<file path="src/rtl/alu_ctrl_pkg.sv">
`default_nettype none
// ============================================================================
// Module   : alu_ctrl_pkg
// Purpose  : Shared constants and types for the ALU control decoder and the
//            multiply/divide sequencer. Holds ALU operation codes, main-decoder
//            classes, R-type funct values, mult/div op and HI/LO select types,
//            and the sequencer state encoding.
// Ports    : none (package)
// Revision : 1.0 - initial release
// ============================================================================
package alu_ctrl_pkg;

    // ALU operation codes (4-bit, zero-extended to the ALU control width)
    localparam logic [3:0] c_ALU_AND  = 4'd0;
    localparam logic [3:0] c_ALU_OR   = 4'd1;
    localparam logic [3:0] c_ALU_ADD  = 4'd2;
    localparam logic [3:0] c_ALU_SLL  = 4'd3;
    localparam logic [3:0] c_ALU_SRL  = 4'd4;
    localparam logic [3:0] c_ALU_LUI  = 4'd5;
    localparam logic [3:0] c_ALU_SUB  = 4'd6;
    localparam logic [3:0] c_ALU_SLT  = 4'd7;
    localparam logic [3:0] c_ALU_IMM8 = 4'd8;   // I-type sub-op 7
    localparam logic [3:0] c_ALU_IMM9 = 4'd9;   // I-type sub-op 8
    localparam logic [3:0] c_ALU_MFHI = 4'd10;
    localparam logic [3:0] c_ALU_MFLO = 4'd11;
    localparam logic [3:0] c_ALU_NOR  = 4'd12;
    localparam logic [3:0] c_ALU_XOR  = 4'd13;
    localparam logic [3:0] c_ALU_JR   = 4'd14;

    // Main-decoder instruction classes
    localparam logic [1:0] c_AOP_ADD   = 2'b00;
    localparam logic [1:0] c_AOP_SUB   = 2'b01;
    localparam logic [1:0] c_AOP_RTYPE = 2'b10;
    localparam logic [1:0] c_AOP_ITYPE = 2'b11;

    // R-type funct values
    localparam logic [5:0] c_FN_SLL   = 6'd0;
    localparam logic [5:0] c_FN_SRL   = 6'd2;
    localparam logic [5:0] c_FN_JR    = 6'd8;
    localparam logic [5:0] c_FN_MFHI  = 6'd16;
    localparam logic [5:0] c_FN_MFLO  = 6'd18;
    localparam logic [5:0] c_FN_MULT  = 6'd24;
    localparam logic [5:0] c_FN_MULTU = 6'd25;
    localparam logic [5:0] c_FN_DIV   = 6'd26;
    localparam logic [5:0] c_FN_DIVU  = 6'd27;
    localparam logic [5:0] c_FN_ADD   = 6'd32;
    localparam logic [5:0] c_FN_ADDU  = 6'd33;
    localparam logic [5:0] c_FN_SUB   = 6'd34;
    localparam logic [5:0] c_FN_SUBU  = 6'd35;
    localparam logic [5:0] c_FN_AND   = 6'd36;
    localparam logic [5:0] c_FN_OR    = 6'd37;
    localparam logic [5:0] c_FN_XOR   = 6'd38;
    localparam logic [5:0] c_FN_NOR   = 6'd39;
    localparam logic [5:0] c_FN_SLT   = 6'd42;
    localparam logic [5:0] c_FN_SLTU  = 6'd43;

    // Mult/div operation; the encoding equals the low two funct bits
    typedef enum logic [1:0] {
        MD_MULT  = 2'b00,
        MD_MULTU = 2'b01,
        MD_DIV   = 2'b10,
        MD_DIVU  = 2'b11
    } md_op_t;

    typedef enum logic [1:0] {
        HILO_NONE = 2'b00,
        HILO_HI   = 2'b01,
        HILO_LO   = 2'b10
    } hilo_sel_t;

    // Sequencer state encoding
    typedef logic [0:0] md_state_t;
    localparam md_state_t c_ST_IDLE = 1'b0;
    localparam md_state_t c_ST_RUN  = 1'b1;

    // funct 24..27 share the pattern 0110xx
    function automatic logic is_md_funct(input logic [5:0] fn);
        return (fn[5:2] == 4'b0110);
    endfunction

endpackage : alu_ctrl_pkg
`default_nettype wire

</file>
<file path="src/rtl/alu_control_mc_if.sv">
`default_nettype none
// ============================================================================
// Module   : alu_control_mc_if
// Purpose  : Bundles the EX-stage control inputs and the ALU control /
//            mult-div sequencing outputs of alu_control_mc.
// Ports    : i_con_AluOp, i_con_FuncCode, i_con_Other, i_con_valid,
//            i_con_flush (to decoder); o_con_AluCtrl, o_con_jumpreg,
//            o_con_illegal, o_con_hilo_sel, o_con_md_start, o_con_md_op,
//            o_con_md_busy, o_con_md_done, o_con_stall (from decoder).
//            master = pipeline side, slave = decoder side.
// Revision : 1.0 - initial release
// ============================================================================
interface alu_control_mc_if #(
    parameter int CTRL_W  = 4,
    parameter int OTHER_W = 4
);
    logic [1:0]         i_con_AluOp;
    logic [5:0]         i_con_FuncCode;
    logic [OTHER_W-1:0] i_con_Other;
    logic               i_con_valid;
    logic               i_con_flush;

    logic [CTRL_W-1:0]  o_con_AluCtrl;
    logic               o_con_jumpreg;
    logic               o_con_illegal;
    logic [1:0]         o_con_hilo_sel;
    logic               o_con_md_start;
    logic [1:0]         o_con_md_op;
    logic               o_con_md_busy;
    logic               o_con_md_done;
    logic               o_con_stall;

    modport master (
        output i_con_AluOp, i_con_FuncCode, i_con_Other, i_con_valid, i_con_flush,
        input  o_con_AluCtrl, o_con_jumpreg, o_con_illegal, o_con_hilo_sel,
        input  o_con_md_start, o_con_md_op, o_con_md_busy, o_con_md_done, o_con_stall
    );

    modport slave (
        input  i_con_AluOp, i_con_FuncCode, i_con_Other, i_con_valid, i_con_flush,
        output o_con_AluCtrl, o_con_jumpreg, o_con_illegal, o_con_hilo_sel,
        output o_con_md_start, o_con_md_op, o_con_md_busy, o_con_md_done, o_con_stall
    );

endinterface : alu_control_mc_if
`default_nettype wire

</file>
<file path="src/rtl/md_sequencer.sv">
`default_nettype none
// ============================================================================
// Module   : md_sequencer
// Purpose  : Tracks occupancy of the multi-cycle multiply/divide unit. Issues
//            a one-cycle launch from IDLE, stays in RUN for MD_CYCLES cycles,
//            then pulses done in the first IDLE cycle. Raises stall when an
//            instruction needing the unit or HI/LO arrives while it is busy.
// Ports    : i_clk, i_rst       - clock, synchronous active-high reset
//            i_launch_req       - valid, unflushed mult/div in EX
//            i_hazard           - valid, unflushed mult/div/mfhi/mflo in EX
//            i_md_op            - decoded mult/div operation
//            o_md_start         - one-cycle launch
//            o_md_op            - operation (new op while launching)
//            o_md_busy          - unit occupied
//            o_md_done          - one-cycle completion pulse
//            o_stall            - hold IF/ID/EX
// Revision : 1.0 - initial release
// ============================================================================
module md_sequencer
    import alu_ctrl_pkg::*;
#(
    parameter int MD_CYCLES = 32
) (
    input  wire logic i_clk,
    input  wire logic i_rst,
    input  wire logic i_launch_req,
    input  wire logic i_hazard,
    input  md_op_t    i_md_op,
    output logic      o_md_start,
    output md_op_t    o_md_op,
    output logic      o_md_busy,
    output logic      o_md_done,
    output logic      o_stall
);

    localparam int                 c_CNT_W    = $clog2(MD_CYCLES + 1);
    // Loaded with MD_CYCLES-1 so RUN lasts exactly MD_CYCLES cycles (count reaches 0)
    localparam logic [c_CNT_W-1:0] c_CNT_LOAD = c_CNT_W'(MD_CYCLES - 1);
    localparam logic [c_CNT_W-1:0] c_CNT_ONE  = c_CNT_W'(1);

    md_state_t           r_state_q, w_state_d;
    logic [c_CNT_W-1:0]  r_cnt_q,   w_cnt_d;
    md_op_t              r_md_op_q, w_md_op_d;
    logic                r_done_q,  w_done_d;
    logic                w_start;

    // Launch only from IDLE and never while reset is asserted
    assign w_start = (r_state_q == c_ST_IDLE) && i_launch_req && !i_rst;

    // State register
    always_ff @(posedge i_clk) begin
        if (i_rst) begin
            r_state_q <= c_ST_IDLE;
            r_cnt_q   <= '0;
            r_md_op_q <= MD_MULT;
            r_done_q  <= 1'b0;
        end else begin
            r_state_q <= w_state_d;
            r_cnt_q   <= w_cnt_d;
            r_md_op_q <= w_md_op_d;
            r_done_q  <= w_done_d;
        end
    end

    // Next-state logic
    always_comb begin
        w_state_d = r_state_q;
        w_cnt_d   = r_cnt_q;
        w_md_op_d = r_md_op_q;
        w_done_d  = 1'b0;
        case (r_state_q)
            c_ST_IDLE: begin
                if (w_start) begin
                    w_state_d = c_ST_RUN;
                    w_cnt_d   = c_CNT_LOAD;
                    w_md_op_d = i_md_op;
                end
            end
            c_ST_RUN: begin
                if (r_cnt_q == '0) begin
                    // done is registered so it lands in the first IDLE cycle
                    w_state_d = c_ST_IDLE;
                    w_done_d  = 1'b1;
                end else begin
                    w_cnt_d = r_cnt_q - c_CNT_ONE;
                end
            end
            default: begin
                w_state_d = c_ST_IDLE;
            end
        endcase
    end

    // Output logic
    always_comb begin
        o_md_start = w_start;
        o_md_busy  = (r_state_q == c_ST_RUN);
        // Stall holds the instruction in EX; it retries once the unit is IDLE
        o_stall    = (r_state_q == c_ST_RUN) && i_hazard;
        o_md_op    = w_start ? i_md_op : r_md_op_q;
        o_md_done  = r_done_q;
    end

endmodule : md_sequencer
`default_nettype wire

</file>
<file path="src/rtl/alu_control_mc.sv">
`default_nettype none
// ============================================================================
// Module   : alu_control_mc
// Purpose  : ALU control decoder with multi-cycle multiply/divide support.
//            Combinationally decodes the main-decoder class, R-type funct and
//            I-type sub-opcode into an ALU operation code, jr, illegal and
//            HI/LO select; drives the mult/div sequencer for launch and stall.
// Ports    : i_clk  - clock, rising edge
//            i_rst  - synchronous active-high reset
//            con    - alu_control_mc_if slave: i_con_AluOp, i_con_FuncCode,
//                     i_con_Other, i_con_valid, i_con_flush in; o_con_AluCtrl,
//                     o_con_jumpreg, o_con_illegal, o_con_hilo_sel,
//                     o_con_md_start, o_con_md_op, o_con_md_busy,
//                     o_con_md_done, o_con_stall out
// Revision : 1.0 - initial release
// ============================================================================
module alu_control_mc
    import alu_ctrl_pkg::*;
#(
    parameter int CTRL_W    = 4,
    parameter int OTHER_W   = 4,
    parameter int MD_CYCLES = 32
) (
    input  wire logic        i_clk,
    input  wire logic        i_rst,
    alu_control_mc_if.slave  con
);

    logic [3:0] w_code;
    logic       w_illegal;
    logic       w_jumpreg;
    logic       w_is_md;
    hilo_sel_t  w_hilo;
    md_op_t     w_md_op;
    logic       w_launch_req;
    logic       w_hazard;
    logic       w_md_start;
    md_op_t     w_md_op_out;
    logic       w_md_busy;
    logic       w_md_done;
    logic       w_stall;

    // Decode: every branch starts legal and falls back to illegal in default
    always_comb begin
        w_code    = 4'hF;
        w_illegal = 1'b1;
        w_jumpreg = 1'b0;
        w_hilo    = HILO_NONE;
        w_is_md   = 1'b0;
        w_md_op   = md_op_t'(con.i_con_FuncCode[1:0]);
        case (con.i_con_AluOp)
            c_AOP_ADD: begin
                w_code    = c_ALU_ADD;
                w_illegal = 1'b0;
            end
            c_AOP_SUB: begin
                w_code    = c_ALU_SUB;
                w_illegal = 1'b0;
            end
            c_AOP_RTYPE: begin
                w_illegal = 1'b0;
                case (con.i_con_FuncCode)
                    c_FN_SLL:              w_code = c_ALU_SLL;
                    c_FN_SRL:              w_code = c_ALU_SRL;
                    c_FN_JR: begin
                        w_code    = c_ALU_JR;
                        w_jumpreg = 1'b1;
                    end
                    c_FN_MFHI: begin
                        w_code = c_ALU_MFHI;
                        w_hilo = HILO_HI;
                    end
                    c_FN_MFLO: begin
                        w_code = c_ALU_MFLO;
                        w_hilo = HILO_LO;
                    end
                    c_FN_MULT, c_FN_MULTU, c_FN_DIV, c_FN_DIVU: begin
                        w_code  = c_ALU_ADD;
                        w_is_md = is_md_funct(con.i_con_FuncCode);
                    end
                    c_FN_ADD,  c_FN_ADDU:  w_code = c_ALU_ADD;
                    c_FN_SUB,  c_FN_SUBU:  w_code = c_ALU_SUB;
                    c_FN_AND:              w_code = c_ALU_AND;
                    c_FN_OR:               w_code = c_ALU_OR;
                    c_FN_XOR:              w_code = c_ALU_XOR;
                    c_FN_NOR:              w_code = c_ALU_NOR;
                    c_FN_SLT,  c_FN_SLTU:  w_code = c_ALU_SLT;
                    default:               w_illegal = 1'b1;
                endcase
            end
            c_AOP_ITYPE: begin
                w_illegal = 1'b0;
                case (con.i_con_Other)
                    OTHER_W'(0): w_code = c_ALU_ADD;
                    OTHER_W'(1): w_code = c_ALU_AND;
                    OTHER_W'(2): w_code = c_ALU_OR;
                    OTHER_W'(3): w_code = c_ALU_XOR;
                    OTHER_W'(5): w_code = c_ALU_LUI;
                    OTHER_W'(6): w_code = c_ALU_SLT;
                    OTHER_W'(7): w_code = c_ALU_IMM8;
                    OTHER_W'(8): w_code = c_ALU_IMM9;
                    default:     w_illegal = 1'b1;
                endcase
            end
            default: begin
                w_illegal = 1'b1;
            end
        endcase
        // Illegal encodings carry the all-ones code regardless of the branch
        if (w_illegal) begin
            w_code = 4'hF;
        end
    end

    assign w_launch_req = con.i_con_valid && !con.i_con_flush && w_is_md;
    assign w_hazard     = con.i_con_valid && !con.i_con_flush &&
                          (w_is_md || (w_hilo != HILO_NONE));

    md_sequencer #(
        .MD_CYCLES    (MD_CYCLES)
    ) u_md_seq (
        .i_clk        (i_clk),
        .i_rst        (i_rst),
        .i_launch_req (w_launch_req),
        .i_hazard     (w_hazard),
        .i_md_op      (w_md_op),
        .o_md_start   (w_md_start),
        .o_md_op      (w_md_op_out),
        .o_md_busy    (w_md_busy),
        .o_md_done    (w_md_done),
        .o_stall      (w_stall)
    );

    // All-ones must span the full control width, not only the 4-bit code
    assign con.o_con_AluCtrl  = w_illegal ? {CTRL_W{1'b1}} : CTRL_W'(w_code);
    assign con.o_con_jumpreg  = w_jumpreg;
    assign con.o_con_illegal  = w_illegal;
    assign con.o_con_hilo_sel = w_hilo;
    assign con.o_con_md_start = w_md_start;
    assign con.o_con_md_op    = w_md_op_out;
    assign con.o_con_md_busy  = w_md_busy;
    assign con.o_con_md_done  = w_md_done;
    assign con.o_con_stall    = w_stall;

endmodule : alu_control_mc
`default_nettype wire

</file>
<file path="src/flat_wrapper.sv">
// flat-port wrapper written by rule: the top's interface ports become plain ports
module alu_control_mc_flat import alu_ctrl_pkg::*;
#(
    parameter int CTRL_W    = 4,
    parameter int OTHER_W   = 4,
    parameter int MD_CYCLES = 32
)
  (i_clk, i_rst, con_i_con_AluOp, con_i_con_FuncCode, con_i_con_Other, con_i_con_valid, con_i_con_flush, con_o_con_AluCtrl, con_o_con_jumpreg, con_o_con_illegal, con_o_con_hilo_sel, con_o_con_md_start, con_o_con_md_op, con_o_con_md_busy, con_o_con_md_done, con_o_con_stall);
  alu_control_mc_if #(.CTRL_W(CTRL_W), .OTHER_W(OTHER_W)) con_i ();
  input  wire logic i_clk;
  input  wire logic i_rst;
  input wire logic [$bits(con_i.i_con_AluOp)-1:0] con_i_con_AluOp;
  input wire logic [$bits(con_i.i_con_FuncCode)-1:0] con_i_con_FuncCode;
  input wire logic [$bits(con_i.i_con_Other)-1:0] con_i_con_Other;
  input wire logic [$bits(con_i.i_con_valid)-1:0] con_i_con_valid;
  input wire logic [$bits(con_i.i_con_flush)-1:0] con_i_con_flush;
  output wire logic [$bits(con_i.o_con_AluCtrl)-1:0] con_o_con_AluCtrl;
  output wire logic [$bits(con_i.o_con_jumpreg)-1:0] con_o_con_jumpreg;
  output wire logic [$bits(con_i.o_con_illegal)-1:0] con_o_con_illegal;
  output wire logic [$bits(con_i.o_con_hilo_sel)-1:0] con_o_con_hilo_sel;
  output wire logic [$bits(con_i.o_con_md_start)-1:0] con_o_con_md_start;
  output wire logic [$bits(con_i.o_con_md_op)-1:0] con_o_con_md_op;
  output wire logic [$bits(con_i.o_con_md_busy)-1:0] con_o_con_md_busy;
  output wire logic [$bits(con_i.o_con_md_done)-1:0] con_o_con_md_done;
  output wire logic [$bits(con_i.o_con_stall)-1:0] con_o_con_stall;
  assign con_i.i_con_AluOp = con_i_con_AluOp;
  assign con_i.i_con_FuncCode = con_i_con_FuncCode;
  assign con_i.i_con_Other = con_i_con_Other;
  assign con_i.i_con_valid = con_i_con_valid;
  assign con_i.i_con_flush = con_i_con_flush;
  assign con_o_con_AluCtrl = con_i.o_con_AluCtrl;
  assign con_o_con_jumpreg = con_i.o_con_jumpreg;
  assign con_o_con_illegal = con_i.o_con_illegal;
  assign con_o_con_hilo_sel = con_i.o_con_hilo_sel;
  assign con_o_con_md_start = con_i.o_con_md_start;
  assign con_o_con_md_op = con_i.o_con_md_op;
  assign con_o_con_md_busy = con_i.o_con_md_busy;
  assign con_o_con_md_done = con_i.o_con_md_done;
  assign con_o_con_stall = con_i.o_con_stall;
  alu_control_mc #(.CTRL_W(CTRL_W), .OTHER_W(OTHER_W), .MD_CYCLES(MD_CYCLES)) u_core (.i_clk(i_clk), .i_rst(i_rst), .con(con_i));
endmodule
</file>
<file path="config.mk">
export PLATFORM = sky130hd
export DESIGN_NAME = alu_control_mc_flat
export DESIGN_NICKNAME = d
export VERILOG_FILES = /design/src/rtl/alu_ctrl_pkg.sv /design/src/rtl/alu_control_mc_if.sv /design/src/rtl/md_sequencer.sv /design/src/rtl/alu_control_mc.sv /design/src/flat_wrapper.sv
export SDC_FILE = /design/constraint.sdc
export NUM_CORES = 1
export LEC_CHECK = 0
export CAP_MARGIN = 0
export CORE_UTILIZATION = 50
export DETAILED_ROUTE_END_ITERATION = 12
export HOLD_SLACK_MARGIN = 0.08
export PLACE_DENSITY_LB_ADDON = 0.08
export SYNTH_ARGS = -nofsm -noshare
export SYNTH_HDL_FRONTEND = slang
export SYNTH_SLANG_ARGS = --single-unit
</file>
<file path="constraint.sdc">
create_clock -name i_clk -period 3.7 [get_ports i_clk]
set_input_delay 0.37 -clock i_clk [delete_from_list [all_inputs] [get_ports i_clk]]
set_output_delay 0.37 -clock i_clk [all_outputs]
set_load 0.005 [all_outputs]
</file>
==> results.md <==
* Outcome: completed
* H-tree depth at 1
* Worst Hold Margin at approximately 520 ps
* Routed wire length at approximately 2.3 mm
* Total track usage at ~24%
* DR DRC count at 0
* Max VDD drop at around 0.24 mV
* IO Port Bufs at 29
* Max-slew headroom at between 60% and 70%
* CP Class: primary input to primary output
* Synthesis-to-layout area growth at 31.06%
* Hold Crit Start: u_core.u_md_seq.r_cnt_q[4]$_SDFFE_PP0P_
* Synth Area per Inst at slightly below 8 µm²
* Most frequent cells in the layout: 29 x clkdlybuf4s50_1, 11 x nor2_1, 10 x dfxtp_1
* Root cell of the clock tree: clkbuf_4
* Number of distinct library cells after synthesis at 51
* Post-route antenna net violation count at 0
* Family with the most delay on the worst path: buffers and inverters
* Largest net degree at the start of global routing at 16
* Initial Util at a little under three fifths
* Worst endpoint data arrival time at between 2000 and 3000 ps
* GPL Wtd Cong at between 0.8 and 0.9
* Period utilization at approximately four fifths
* Die area at about 2100 µm²
* Crit end category: primary output
* Hold_buf cts at 0
* Maximum capacitance violations at 0
* Syn Inst Count at ~120
* Antenna diodes at 0
* Initial DRC count at 12
* Fin nets at 166
* Synthesized net count at 141
* DR vias at between 900 and 1000
* Pre-CTS setup slack at just over 700 ps
* CTS tree: built
* Most common cell after layout, fill and taps aside: clkdlybuf4s50_1
* Die Wd at 46.07 µm
* Post-layout minimum cycle time at between 2000 and 3000 ps
* RSZ-0062 raised after global routing: no
* Layout cell share with drive strength beyond 1 at 7.534%
* Worst-Margin Slew at roughly 460 ps
* Via/cell ratio at 5.772
* Post-DP HPWL at roughly 1.8 mm
* Fillers at between 150 and 200
* # setup viols final at 0
* P per Cell Area at just over 200 nW/µm²
* Clk buf depth at 2
* Critical path's slowest cell: clkdlybuf4s50_1
* Sequential element share of the synthesized area at approximately a fifth
* CP dominant cell by count: clkdlybuf4s50_1
* Clock Skew at 1.908 ps
* Yosys reg bits at 10
* Initial antenna violation count at 0
* Pleak at approximately 0.46 nW
* Die H at 46.07 µm
* CP Launch Point: con_i_con_AluOp[0]
* Reg2reg start: u_core.u_md_seq.r_cnt_q[0]$_SDFFE_PP0P_
* HP Class: flop to flop
* GR Overflow Total at 0
* Postcts setup bufs at 0
* First-pass GRT wire length at around 3.5 mm
* Worst-path clk slew at approximately 60 ps
* WP data required at ~3300 ps
* Max stage delay on crit path at between 500 and 600 ps
* Post-synth ARST share at 0%
* Cells after DPL at about 170
* Resized cells post-CTS at 0
* WL/cell at 13.26 µm
* Ys Warns at 0
* Max Freq at between 0.3 and 0.4 GHz
* Clk sink count at 10
* Core area at 1764 µm²
* Vias in the first global route at around 830
* Max Transition Viols Final at 0
* Crit start category: primary input
* Main synth FF type: dfxtp_1
* Final Hold Viols at 0
* Post-Syn Area at slightly below 1000 µm²
* Clock latency on the worst-skew pair at 270 ps
* Number of enable flip-flop cells after synthesis at 0
* Drt first pass iters at 4
* CP Cell Sequence: clkdlybuf4s50_1 > nor4b_4 > nand4_4 > nor2_4 > mux2_2 > clkdlybuf4s50_1
* # rows at 15
* CP Buf/Inv Count at 2
* Num ports at 30
* Worst-path fanout max at 9
* CTS Buf Count at 3
* TNS Setup at 0 ps
* Final Worst Setup Slack at 730.7 ps
* Finished Layout Cells at 171
==> registers in the layout, summed over array words and instances (netlist names) <==
| register | cells |
|---|---|
| u_core.u_md_seq.o_md_busy | 1 |
| u_core.u_md_seq.o_md_done | 1 |
| u_core.u_md_seq.r_cnt_q | 6 |
| u_core.u_md_seq.r_md_op_q | 2 |
==> synthesized netlist by cell type (all sizes together), types with 2 or more instances <==
master,number,share of area (%)
a221oi,2,1.8
nor2b,9,5.8
a21oi,6,3.1
or3,3,1.9
mux2,2,2.3
nand2b,2,1.3
clkbuf,5,2.1
nand3,2,1.0
ha,2,2.6
nand2,5,1.9
nor4b,2,3.4
inv,7,2.7
and3,2,1.3
o21ai,6,3.1
nor3,3,1.5
or3b,3,2.7
a31oi,3,1.9
maj3,2,2.1
nor2,12,5.4
or4b,2,2.1
nor3b,2,1.5
mux2i,4,4.1
o21a,3,2.3
dfxtp,10,21
buf,4,2.3
==> layer usage <==
layer	share of wire, %	track usage (%)
met1	49	30.17
met2	45	37.75
met3	4.8	8.235
met4	1.4	8.824
met5	0	0
==> power by group <==
part           internal, mW  leakage [nW]  switching [mW]
clock network        0.0376        0.0138          0.0368
logic                0.0411         0.367          0.0365
registers             0.108        0.0805        0.000292
==> area by class of cell <==
class / count / area, µm² / area share [%]
Multi-Input combinational cell: 97 / 701.9 / 55.16
Timing Repair Buffer: 29 / 290.3 / 22.81
Sequential cell: 10 / 200.2 / 15.73
Tap cell: 25 / 31.28 / 2.458
Inverter: 7 / 26.28 / 2.065
Clock buffer: 3 / 22.52 / 1.770
==> worst min-delay path, stage by stage (launching register included) <==
cell     delay, ps
dfxtp_1        330
nand2_1         60
a31oi_1         70
==> logic make-up (layout without fill, tap and decap cells) <==
family / Yosys count / in the layout / synth area share (%)
AND/OR/NAND/NOR: 54 / 54 / 36.86
XOR/XNOR: 1 / 1 / 0.9022
AO/OA/AOI/OAI: 32 / 32 / 23.46
adder cells (fa/ha/maj): 4 / 4 / 4.639
buffers and inverters: 16 / 39 / 7.086
flip-flops: 10 / 10 / 20.62
multiplexers: 6 / 6 / 6.443
==> metrics by stage <==
step	power [mW]	util, %	cell area (µm²)
after floorplan	0.1544	-	970.9
after global placement	0.1859	70.85	1250
after detailed placement	0.1879	70.85	1250
after CTS	0.2627	72.13	1272
after global routing	0.2776	72.13	1272
final	0.2602	72.13	1272
==> final timing paths <==
path                                                  end  slack, ps  cells after the start
setup reg to reg  u_core.u_md_seq.r_cnt_q[4]$_SDFFE_PP0P_       2090                      5
hold reg to reg   u_core.u_md_seq.r_cnt_q[4]$_SDFFE_PP0P_        520                      2
hold / removal    u_core.u_md_seq.r_cnt_q[4]$_SDFFE_PP0P_        520                      2
setup / recovery                       con_o_con_md_op[0]        730                      6
(Power assumes the default switching activity.)
